`config.mk`:
```
export PLATFORM = sky130hd
export DESIGN_NAME = wishbone_subordinate_regbank
export DESIGN_NICKNAME = d
export VERILOG_FILES = /design/src/rtl/wishbone_pkg.sv /design/src/rtl/wishbone_regbank_store.sv /design/src/rtl/wishbone_subordinate_regbank.sv
export SDC_FILE = /design/constraint.sdc
export NUM_CORES = 1
export LEC_CHECK = 0
export ABC_CLOCK_PERIOD_IN_PS = 3960
export CORE_AREA = 2 2 195 197
export DETAILED_ROUTE_END_ITERATION = 16
export DIE_AREA = 0 0 197 199
export DONT_BUFFER_PORTS = 1
export SYNTH_ARGS = -nofsm -noshare
export SYNTH_HDL_FRONTEND = slang
export SYNTH_SLANG_ARGS = --single-unit
```
`constraint.sdc`:
```
create_clock -name CLK -period 3.96 [get_ports CLK]
set_clock_uncertainty 0.1 [all_clocks]
set_input_delay 0.594 -clock CLK [delete_from_list [all_inputs] [get_ports CLK]]
set_output_delay 0.594 -clock CLK [all_outputs]
set_load 0.01 [all_outputs]
```
`src/rtl/wishbone_pkg.sv`:
```
`default_nettype none
// ============================================================================
// Module   : wishbone_pkg
// Purpose  : Shared types, widths and helpers for the Wishbone subordinate
//            register bank.
// Contents : wb_sub_state_t  - responder FSM states
//            WB_DAT_W        - data bus width
//            WB_SEL_W        - byte-select width
//            byte_merge()    - per-lane merge of new data into an old word
// Revision : 1.0 - initial release
// ============================================================================
package wishbone_pkg;

    localparam int WB_DAT_W = 32;
    localparam int WB_SEL_W = 4;

    typedef enum logic [1:0] {
        IDLE = 2'd0,
        WAIT = 2'd1,
        ACK  = 2'd2
    } wb_sub_state_t;

    // Lane n takes new_w when sel[n] is set, otherwise keeps old_w.
    function automatic logic [WB_DAT_W-1:0] byte_merge(
        input logic [WB_DAT_W-1:0] old_w,
        input logic [WB_DAT_W-1:0] new_w,
        input logic [WB_SEL_W-1:0] sel
    );
        logic [WB_DAT_W-1:0] result;
        result = old_w;
        for (int n = 0; n < WB_SEL_W; n++) begin
            if (sel[n]) begin
                result[8*n +: 8] = new_w[8*n +: 8];
            end
        end
        return result;
    endfunction

endpackage : wishbone_pkg
`default_nettype wire

```
`src/rtl/wishbone_regbank_store.sv`:
```
`default_nettype none
// ============================================================================
// Module   : wishbone_regbank_store
// Purpose  : Read/write control register storage with byte-lane merge and a
//            one-cycle per-register write pulse.
// Ports    : CLK        - system clock
//            nRST       - synchronous active-low reset
//            wr_en_i    - commit strobe for a write (any index)
//            wr_idx_i   - register index; indices >= NUM_RW never match
//            wr_dat_i   - write data
//            wr_sel_i   - byte lane enables
//            reg_o      - flattened register contents, reg i at [32i+31:32i]
//            wr_pulse_o - per-register pulse, high the cycle after commit
// Revision : 1.0 - initial release
// ============================================================================
module wishbone_regbank_store
    import wishbone_pkg::*;
#(
    parameter int NUM_RW = 8,
    parameter int IDX_W  = 4
) (
    input  logic                       CLK,
    input  logic                       nRST,
    input  logic                       wr_en_i,
    input  logic [IDX_W-1:0]           wr_idx_i,
    input  logic [WB_DAT_W-1:0]        wr_dat_i,
    input  logic [WB_SEL_W-1:0]        wr_sel_i,
    output logic [WB_DAT_W*NUM_RW-1:0] reg_o,
    output logic [NUM_RW-1:0]          wr_pulse_o
);

    for (genvar i = 0; i < NUM_RW; i++) begin : g_reg
        logic [WB_DAT_W-1:0] reg_q;
        logic [WB_DAT_W-1:0] reg_d;
        logic                pulse_q;
        logic                sel_w;

        assign sel_w = wr_en_i && (wr_idx_i == IDX_W'(i));

        always_comb begin
            reg_d = reg_q;
            if (sel_w) begin
                reg_d = byte_merge(reg_q, wr_dat_i, wr_sel_i);
            end
        end

        always_ff @(posedge CLK) begin
            if (!nRST) begin
                reg_q   <= '0;
                pulse_q <= 1'b0;
            end else begin
                reg_q   <= reg_d;
                // A write with no lanes enabled is acknowledged silently.
                pulse_q <= sel_w && (|wr_sel_i);
            end
        end

        assign reg_o[WB_DAT_W*i +: WB_DAT_W] = reg_q;
        assign wr_pulse_o[i]                 = pulse_q;
    end

endmodule : wishbone_regbank_store
`default_nettype wire

```
`src/rtl/wishbone_subordinate_regbank.sv`:
```
`default_nettype none
// ============================================================================
// Module   : wishbone_subordinate_regbank
// Purpose  : Wishbone classic subordinate exposing NUM_RW read/write control
//            registers followed by NUM_RO read-only status registers, with a
//            fixed number of wait states before the single-cycle ACK.
// Ports    : CLK, nRST   - clock, synchronous active-low reset
//            wbs_cyc_i   - bus cycle valid
//            wbs_stb_i   - transfer request
//            wbs_we_i    - 1 = write, 0 = read
//            wbs_adr_i   - byte address
//            wbs_dat_i   - write data
//            wbs_sel_i   - byte lane enables (writes only)
//            wbs_ack_o   - one-cycle acknowledge per accepted transfer
//            wbs_dat_o   - read data, zero outside the ACK cycle
//            reg_o       - flattened R/W register contents
//            ro_i        - flattened status inputs
//            wr_pulse_o  - per-register write pulse, coincident with ACK
// Revision : 1.0 - initial release
// ============================================================================
module wishbone_subordinate_regbank
    import wishbone_pkg::*;
#(
    parameter logic [31:0] BASE_ADDR   = 32'h3000_0000,
    parameter int          NUM_RW      = 8,
    parameter int          NUM_RO      = 4,
    parameter int          WAIT_STATES = 1
) (
    input  logic                       CLK,
    input  logic                       nRST,
    input  logic                       wbs_cyc_i,
    input  logic                       wbs_stb_i,
    input  logic                       wbs_we_i,
    input  logic [31:0]                wbs_adr_i,
    input  logic [WB_DAT_W-1:0]        wbs_dat_i,
    input  logic [WB_SEL_W-1:0]        wbs_sel_i,
    output logic                       wbs_ack_o,
    output logic [WB_DAT_W-1:0]        wbs_dat_o,
    output logic [WB_DAT_W*NUM_RW-1:0] reg_o,
    input  logic [WB_DAT_W*NUM_RO-1:0] ro_i,
    output logic [NUM_RW-1:0]          wr_pulse_o
);

    localparam int c_NUM_REGS = NUM_RW + NUM_RO;
    localparam int c_IDX_W    = (c_NUM_REGS > 1) ? $clog2(c_NUM_REGS) : 1;
    localparam int c_CNT_W    = (WAIT_STATES > 0) ? $clog2(WAIT_STATES + 1) : 1;
    localparam logic [32:0]        c_WIN_BYTES = 33'(4 * c_NUM_REGS);
    localparam logic [c_CNT_W-1:0] c_CNT_LOAD  =
        (WAIT_STATES > 0) ? c_CNT_W'(WAIT_STATES - 1) : '0;

    // ------------------------------------------------------------------
    // Address decode
    // ------------------------------------------------------------------
    logic [31:0]        w_off;
    logic               w_cycstb;
    logic               w_hit;
    logic [c_IDX_W-1:0] w_idx;

    assign w_off    = wbs_adr_i - BASE_ADDR;
    assign w_cycstb = wbs_cyc_i && wbs_stb_i;
    // The lower-bound test keeps addresses below BASE_ADDR from wrapping
    // into the window through the subtraction.
    assign w_hit    = w_cycstb && (wbs_adr_i >= BASE_ADDR) &&
                      ({1'b0, w_off} < c_WIN_BYTES);
    assign w_idx    = w_off[c_IDX_W+1:2];

    // ------------------------------------------------------------------
    // FSM state and latched request
    // ------------------------------------------------------------------
    wb_sub_state_t       state_q;
    logic [c_CNT_W-1:0]  cnt_q;
    logic [c_IDX_W-1:0]  idx_q;
    logic                we_q;
    logic [WB_DAT_W-1:0] dat_q;
    logic [WB_SEL_W-1:0] sel_q;
    logic                ack_q;
    logic [WB_DAT_W-1:0] rdat_q;

    // ------------------------------------------------------------------
    // Commit: asserted on the edge that enters ACK. With zero wait states
    // that edge is also the accept edge, so the bus inputs are used
    // directly instead of the (not yet loaded) latched copy.
    // ------------------------------------------------------------------
    logic                w_commit;
    logic [c_IDX_W-1:0]  w_cidx;
    logic                w_cwe;
    logic [WB_DAT_W-1:0] w_cdat;
    logic [WB_SEL_W-1:0] w_csel;
    logic [WB_DAT_W-1:0] w_rd;

    always_comb begin
        w_commit = 1'b0;
        w_cidx   = idx_q;
        w_cwe    = we_q;
        w_cdat   = dat_q;
        w_csel   = sel_q;
        case (state_q)
            IDLE: begin
                if ((WAIT_STATES == 0) && w_hit) begin
                    w_commit = 1'b1;
                    w_cidx   = w_idx;
                    w_cwe    = wbs_we_i;
                    w_cdat   = wbs_dat_i;
                    w_csel   = wbs_sel_i;
                end
            end
            WAIT: begin
                if (w_cycstb && (cnt_q == '0)) begin
                    w_commit = 1'b1;
                end
            end
            default: begin
            end
        endcase
    end

    // Read mux: R/W registers first, then status inputs.
    always_comb begin
        w_rd = '0;
        for (int i = 0; i < NUM_RW; i++) begin
            if (w_cidx == c_IDX_W'(i)) begin
                w_rd = reg_o[WB_DAT_W*i +: WB_DAT_W];
            end
        end
        for (int j = 0; j < NUM_RO; j++) begin
            if (w_cidx == c_IDX_W'(NUM_RW + j)) begin
                w_rd = ro_i[WB_DAT_W*j +: WB_DAT_W];
            end
        end
    end

    always_ff @(posedge CLK) begin
        if (!nRST) begin
            state_q <= IDLE;
            cnt_q   <= '0;
            idx_q   <= '0;
            we_q    <= 1'b0;
            dat_q   <= '0;
            sel_q   <= '0;
            ack_q   <= 1'b0;
            rdat_q  <= '0;
        end else begin
            ack_q  <= w_commit;
            rdat_q <= (w_commit && !w_cwe) ? w_rd : '0;
            case (state_q)
                IDLE: begin
                    if (w_hit) begin
                        idx_q <= w_idx;
                        we_q  <= wbs_we_i;
                        dat_q <= wbs_dat_i;
                        sel_q <= wbs_sel_i;
                        if (WAIT_STATES == 0) begin
                            state_q <= ACK;
                        end else begin
                            state_q <= WAIT;
                            cnt_q   <= c_CNT_LOAD;
                        end
                    end
                end
                WAIT: begin
                    if (!w_cycstb) begin
                        state_q <= IDLE;
                    end else if (cnt_q == '0) begin
                        state_q <= ACK;
                    end else begin
                        cnt_q <= cnt_q - c_CNT_W'(1);
                    end
                end
                ACK: begin
                    // Never accepts here, so a held STB waits one idle cycle.
                    state_q <= IDLE;
                end
                default: begin
                    state_q <= IDLE;
                end
            endcase
        end
    end

    assign wbs_ack_o = ack_q;
    assign wbs_dat_o = rdat_q;

    // ------------------------------------------------------------------
    // R/W storage
    // ------------------------------------------------------------------
    wishbone_regbank_store #(
        .NUM_RW (NUM_RW),
        .IDX_W  (c_IDX_W)
    ) u_store (
        .CLK        (CLK),
        .nRST       (nRST),
        .wr_en_i    (w_commit && w_cwe),
        .wr_idx_i   (w_cidx),
        .wr_dat_i   (w_cdat),
        .wr_sel_i   (w_csel),
        .reg_o      (reg_o),
        .wr_pulse_o (wr_pulse_o)
    );

endmodule : wishbone_subordinate_regbank
`default_nettype wire

```
---- Yosys cells after proc, flatten, opt, wreduce, memory -nomap -nowiden ----
Cells that the tools add are included.
cells by class
  reduce and logical (&&, ||, !) cells .... 63
  divide/modulo/power cells ............... 0
  multiply operators ...................... 0
  bitwise logic cells ..................... 1
  eq/ne operators ......................... 15
  muxes and demuxes ....................... 22
  order comparisons ....................... 2
  shift operators ......................... 0
  $add $sub $neg .......................... 2
operators with widths
  operator                  count
  $mux W32                  12
  $reduce_and A2 Y1         35
  $ge A32 B30 Y1 const B    1
  $lt A32 B6 Y1 const B     1
  $sub A32 B30 Y32 const B  1
  $logic_and A1 B1 Y1       22
  $eq A4 B3 Y1 const B      4
  $eq A4 B4 Y1 const B      4
  $eq A4 B2 Y1 const B      2
  $mux W2                   3
  $mux W1                   5
  $eq A4 B1 Y1 const B      1
  $logic_not A4 Y1          1
  $ne A2 B2 Y1 const B      2
  $pmux W2 S2               1
  $reduce_or A4 Y1          1
  $ne A3 B3 Y1 const B      1
  $reduce_and A3 Y1         1
  $eq A2 B1 Y1 const B      1
  $logic_not A2 Y1          1
  $pmux W1 S2               1
  $reduce_bool A2 Y1        1
  $logic_not A1 Y1          1
  $not A1 Y1                1
  $sub A1 B1 Y1 const B     1
word-level totals
  memory bits (read-only) ................. 0
  memories kept ........................... 0
  bits in writable memories ............... 0
  output and inout bits ................... 297
  latch bits .............................. 0
  word-level logic and storage cells ...... 153
  flip-flop bits (word level) ............. 341
  input port bits ......................... 201

---- Depth between registers and ports, before layout ----
  depth after elaboration ................. 13
  depth in mapped cells ................... 9
  depth with buffers taken out ............ 5

---- Hierarchy ----
A second synthesis with hierarchy kept.
unflattened totals
  cells, all modules ...................... 1704
  area, all modules ....................... 15655.0 sq um
modules (own cells, without submodules)
  module                        area each (sq um)  cells each  instances
  wishbone_regbank_store        9678.0             922         1
  wishbone_subordinate_regbank  5977.0             782         1

---- Least setup slack after synthesis ----
No wires, ideal clock.
  path type ............................... input to register
  from .................................... in wbs_adr_i[24]
  to ...................................... reg idx_q[3]
  data arrival time ....................... 1.734 ns
  setup time .............................. 0.132 ns
  stages on the path ...................... 7
  setup slack ............................. 1.994 ns
  buffers on the path ..................... 2
  cells stage by stage .................... nor4_1 > nand3_1 > or3_1 > clkbuf_1 > buf_2 > nand2_1 > a21oi_1
on the way
  longest elaborated chain between the ends .. 4
RTL lines
  what                                                         line                                                                    source
  from (decl)                                                  wishbone_subordinate_regbank.sv:34                                      input logic [31:0] wbs_adr_i,
  $sub A32 B30 Y32 / $ge A32 B30 Y1 (equally long branches)    wishbone_subordinate_regbank.sv:59, wishbone_subordinate_regbank.sv:63
  $lt A32 B6 Y1 / $logic_and A1 B1 Y1 (equally long branches)  wishbone_subordinate_regbank.sv:64, wishbone_subordinate_regbank.sv:63
  $logic_and A1 B1 Y1 *                                        wishbone_subordinate_regbank.sv:63                                      assign w_hit = w_cycstb && (wbs_adr_i >= BASE_ADDR) &&
  $reduce_and A2 Y1 (no line) *                                n/a
  to (signal assigned)                                         wishbone_subordinate_regbank.sv:148                                     idx_q <= w_idx;
  to (decl)                                                    wishbone_subordinate_regbank.sv:72                                      logic [c_IDX_W-1:0] idx_q;
Mark *: on every way between the ends. The rest lies on a longest branch, timed or not.
A chain may end at the register's enable or synchronous reset.

---- Final worst setup path ----
  from .................................... reg idx_q[3]
  to ...................................... reg rdat_q[10] (netlist: wbs_dat_o[10])
on the way
  longest elaborated chain between the ends .. 13
RTL lines
  what                    line                                 source
  $logic_not A4 Y1        wishbone_subordinate_regbank.sv:121  if (w_cidx == c_IDX_W'(i)) begin
  $mux W32 (8 in series)  wishbone_subordinate_regbank.sv:121
  $mux W32 (3 in series)  wishbone_subordinate_regbank.sv:126  if (w_cidx == c_IDX_W'(NUM_RW + j)) begin
  $mux W32 *              wishbone_subordinate_regbank.sv:126
  to (signal assigned)    wishbone_subordinate_regbank.sv:144  rdat_q <= (w_commit && !w_cwe) ? w_rd : '0;
  to (decl)               wishbone_subordinate_regbank.sv:77   logic [WB_DAT_W-1:0] rdat_q;
Marked as above.

==> results.sh <==
export IMPL_rows=71
export IMPL_layout_area_overhead_vs_synth_pct=8.17
export IMPL_synth_warnings=0
export IMPL_num_fill_cells=3824
export IMPL_global_route_overflow_total=0
export IMPL_power_share_clock=0.508
export IMPL_firstDrtPassIters=5
export IMPL_synth_yosys_seq_area_share=0.427
export IMPL_postCtsResizedCells=0
export IMPL_die_area_um2=39200
export IMPL_hpwl_um=54200
export IMPL_cap_viol_max_count=0
export IMPL_max_stage_delay_ps=680
export IMPL_tritoncts_num_buffers=38
export IMPL_routed_via_density=6.42
export IMPL_period_minus_slack_ps=3110
export IMPL_wire_length_of_the_first_global_routing_pass_um=103000
export IMPL_cts_root_to_sink_buffers=3
export IMPL_setup_viol_count_final=0
export IMPL_insertion_delay_ps=540
export IMPL_setup_worst_path_end_class="flop"
export IMPL_power_sequential_fraction=0.481
export IMPL_layout_drive_gt1_share=0.0861
export IMPL_root_buffer_cell="clkbuf_16"
export IMPL_path_cells="buf_4 > and4b_1 > a2bb2oi_1 > o2111ai_1 > o2111ai_1 > a31oi_1"
export IMPL_worst_slew_pin_slew_ps=1220
export IMPL_num_vias=16046
export IMPL_synth_async_reset_ratio=0
export IMPL_initial_core_util=0.429
export IMPL_layout_nets=2195
export IMPL_vdd_ir_drop_max_mv=0.232
export IMPL_design_portCount=498
export IMPL_run_status="complete, no violations"
export IMPL_post_cts_repair_setup_buffers=0
export IMPL_floorplan_core_area_um2=37100
export IMPL_grt_antenna_before_repair=6
export IMPL_cts_hold_repair_buffers=0
export IMPL_crit_top_cell="o2111ai_1"
export IMPL_netSwitchingPower_mw=1.53
export IMPL_swShare=0.216
export IMPL_unrepaired_setup_endpoints_after_global_routing="no"
export IMPL_finish_utilization=0.464
export IMPL_power_leakage_nw=5.18
export IMPL_timing_hold_worst_class="in2reg"
export IMPL_timing_fmax_mhz=321
export IMPL_timing_critical_path_required_ps=4240
export IMPL_dieHeight_um=199
export IMPL_syn_avg_cell_area_um2=7.56
export IMPL_synth_ff_latch_count=340
export IMPL_synthesis_nets=2309
export IMPL_fin_setup_tns_ps=0
export IMPL_critPathArrivalTime_ps=3390
export IMPL_synth_ff_type="dfxtp_1"
export IMPL_crit_path_top_delay_cell="dfxtp_2"
export IMPL_portBuffers=0
export IMPL_routed_wirelength_um=73200
export IMPL_clk_pin_slew_ps=60
export IMPL_die_w_um=197
export IMPL_hold_violations=0
export IMPL_synth_edff_count=0
export IMPL_postSynthCellCount=2108
export IMPL_cts_htree_levels=2
export IMPL_combinationalPowerShare=0.011
export IMPL_yosys_cell_types_count=68
export IMPL_mapped_area_um2=15900
export IMPL_setup_worst_path_start_class="flop"
export IMPL_p_int_mw=5.57
export IMPL_first_iter_violations=1781
export IMPL_number_of_global_route_vias_before_repair=14432
export IMPL_relative_slew_slack=0.184
export IMPL_wire_per_inst_um=29.3
export IMPL_grt_max_degree=152
export IMPL_gpl_final_weighted_congestion=0.918
export IMPL_crit_type="reg2reg"
export IMPL_power_density_nw_per_um2=412
export IMPL_final_min_period_over_clock_period=0.786
export IMPL_gr_usage_all_layers=0.357
export IMPL_drc=0
export IMPL_cp_num_buf_inv=1
export IMPL_cp_max_fo=30
export IMPL_ant_nets=0
export IMPL_tritoncts_num_sinks=340
export IMPL_maxSlewViolCount=0
export IMPL_tritoncts="built"
export IMPL_crit_family="compound AO/OA/AOI/OAI gates"
## worst register-to-register path: cells and delay by family, from the launching register on
| kind | cells | cell delay, ps |
|---|---|---|
| flops | 1 | 680 |
| buf+inv | 1 | 490 |
| simple gates | 1 | 430 |
| compound gates | 4 | 1270 |
## cell families after synthesis
group,Yosys count,synth area share
AND/OR/NAND/NOR,894,0.254
multiplexers,46,0.0303
AO/OA/AOI/OAI,605,0.218
buffers and inverters,223,0.0700
flip-flops,340,0.427
## synth_stat cells (all sizes together) (3+ instances only)
library cell / number / area share
a211oi: 3 / 0.0014
a21boi: 4 / 0.0019
a21oi: 378 / 0.12
a221oi: 7 / 0.0042
a22oi: 21 / 0.0099
a2bb2oi: 19 / 0.010
a31oi: 16 / 0.0063
and3b: 3 / 0.0016
and4: 4 / 0.0022
buf: 107 / 0.043
clkbuf: 109 / 0.026
dfxtp: 340 / 0.43
inv: 7 / 0.0016
mux2: 18 / 0.013
mux2i: 28 / 0.018
nand2: 448 / 0.11
nand2b: 13 / 0.0051
nand3: 269 / 0.084
nor2: 78 / 0.019
nor2b: 22 / 0.0089
nor3: 25 / 0.011
nor3b: 3 / 0.0020
nor4: 10 / 0.0043
o2111ai: 10 / 0.0055
o21a: 3 / 0.0014
o21ai: 69 / 0.022
o221ai: 6 / 0.0033
o22a: 10 / 0.0055
o22ai: 30 / 0.012
o2bb2ai: 13 / 0.0075
o31ai: 4 / 0.0019
o41ai: 3 / 0.0016
## stage by stage
step           power, mW  hold slack [ps]  instances  setup WS, ps  cell area, um2
6_report            7.10             89.4       2501           847           17200
5_1_grt             7.27             81.7       2500           758           17200
4_1_cts             7.12             72.8       2496           995           17200
3_5_place_dp        3.57              354       2428          1010           16000
3_3_place_gp        3.57              348       2428          1050           16000
2_1_floorplan       3.55              335       2108          1990           15900
## metal layers
metal	GRT usage	routed length, um	vias up
met5	0	23	-
met4	0.131	3010	4
met3	0.114	8570	155
met2	0.543	31800	993
met1	0.474	29800	7718
li1	-	-	7176
## power groups by stage
| stage | Clock, mW | Combinational (mW) | Sequential, mW |
|---|---|---|---|
| 2_1_floorplan | 0 | 0.0545 | 3.50 |
| 5_1_grt | 3.77 | 0.0806 | 3.42 |
| 4_1_cts | 3.63 | 0.0740 | 3.42 |
| 6_report | 3.61 | 0.0759 | 3.42 |
| 3_5_place_dp | 0 | 0.0737 | 3.49 |
| 3_3_place_gp | 0 | 0.0729 | 3.49 |
## final timing paths
path	slack [ps]	start	cells past startpoint	endpoint
setup / recovery	850	idx_q[3]	6	wbs_dat_o[10]
hold / removal	90	wbs_adr_i[3]	2	idx_q[1]
setup reg to reg	850	idx_q[3]	6	wbs_dat_o[10]
hold reg to reg	360	sel_q[2]	2	sel_q[2]
## area by class of cell
cell class / instances / area, um2 / share of cell area
Sequential cell: 340 / 6820 / 0.395
Tap cell: 474 / 593 / 0.0344
Multi-Input combinational cell: 1545 / 8040 / 0.466
Antenna cell: 5 / 12.5 / 0.000726
Clock inverter: 9 / 78.8 / 0.00457
Clock buffer: 59 / 1190 / 0.0691
Timing Repair Buffer: 62 / 478 / 0.0277
Inverter: 7 / 33.8 / 0.00196
## placed cells by master, fill, tap and decap left out, types with 10 or more instances in the layout
master	n
o2111ai_1	10
o2bb2ai_1	12
clkbuf_16	39
o21ai_0	69
nand2_1	448
nor2b_1	18
a31oi_1	16
mux2i_1	28
a2bb2oi_1	19
mux2_2	18
buf_4	61
o22ai_1	30
nand2b_1	13
nand3_1	268
dfxtp_1	336
o22a_1	10
nor2_1	77
a21oi_1	378
clkbuf_8	14
a22oi_1	21
nor3_1	19
## state kept, by name, indices dropped and copies added, names as in the netlist
signal,cells
dat_q,32
idx_q,4
sel_q,4
state_q,2
u_store.g.pulse_q,8
u_store.g.reg_q,256
w_cwe,1
wbs_ack_o,1
wbs_dat_o,32
No activity file was read; power rests on OpenSTA's default activity.
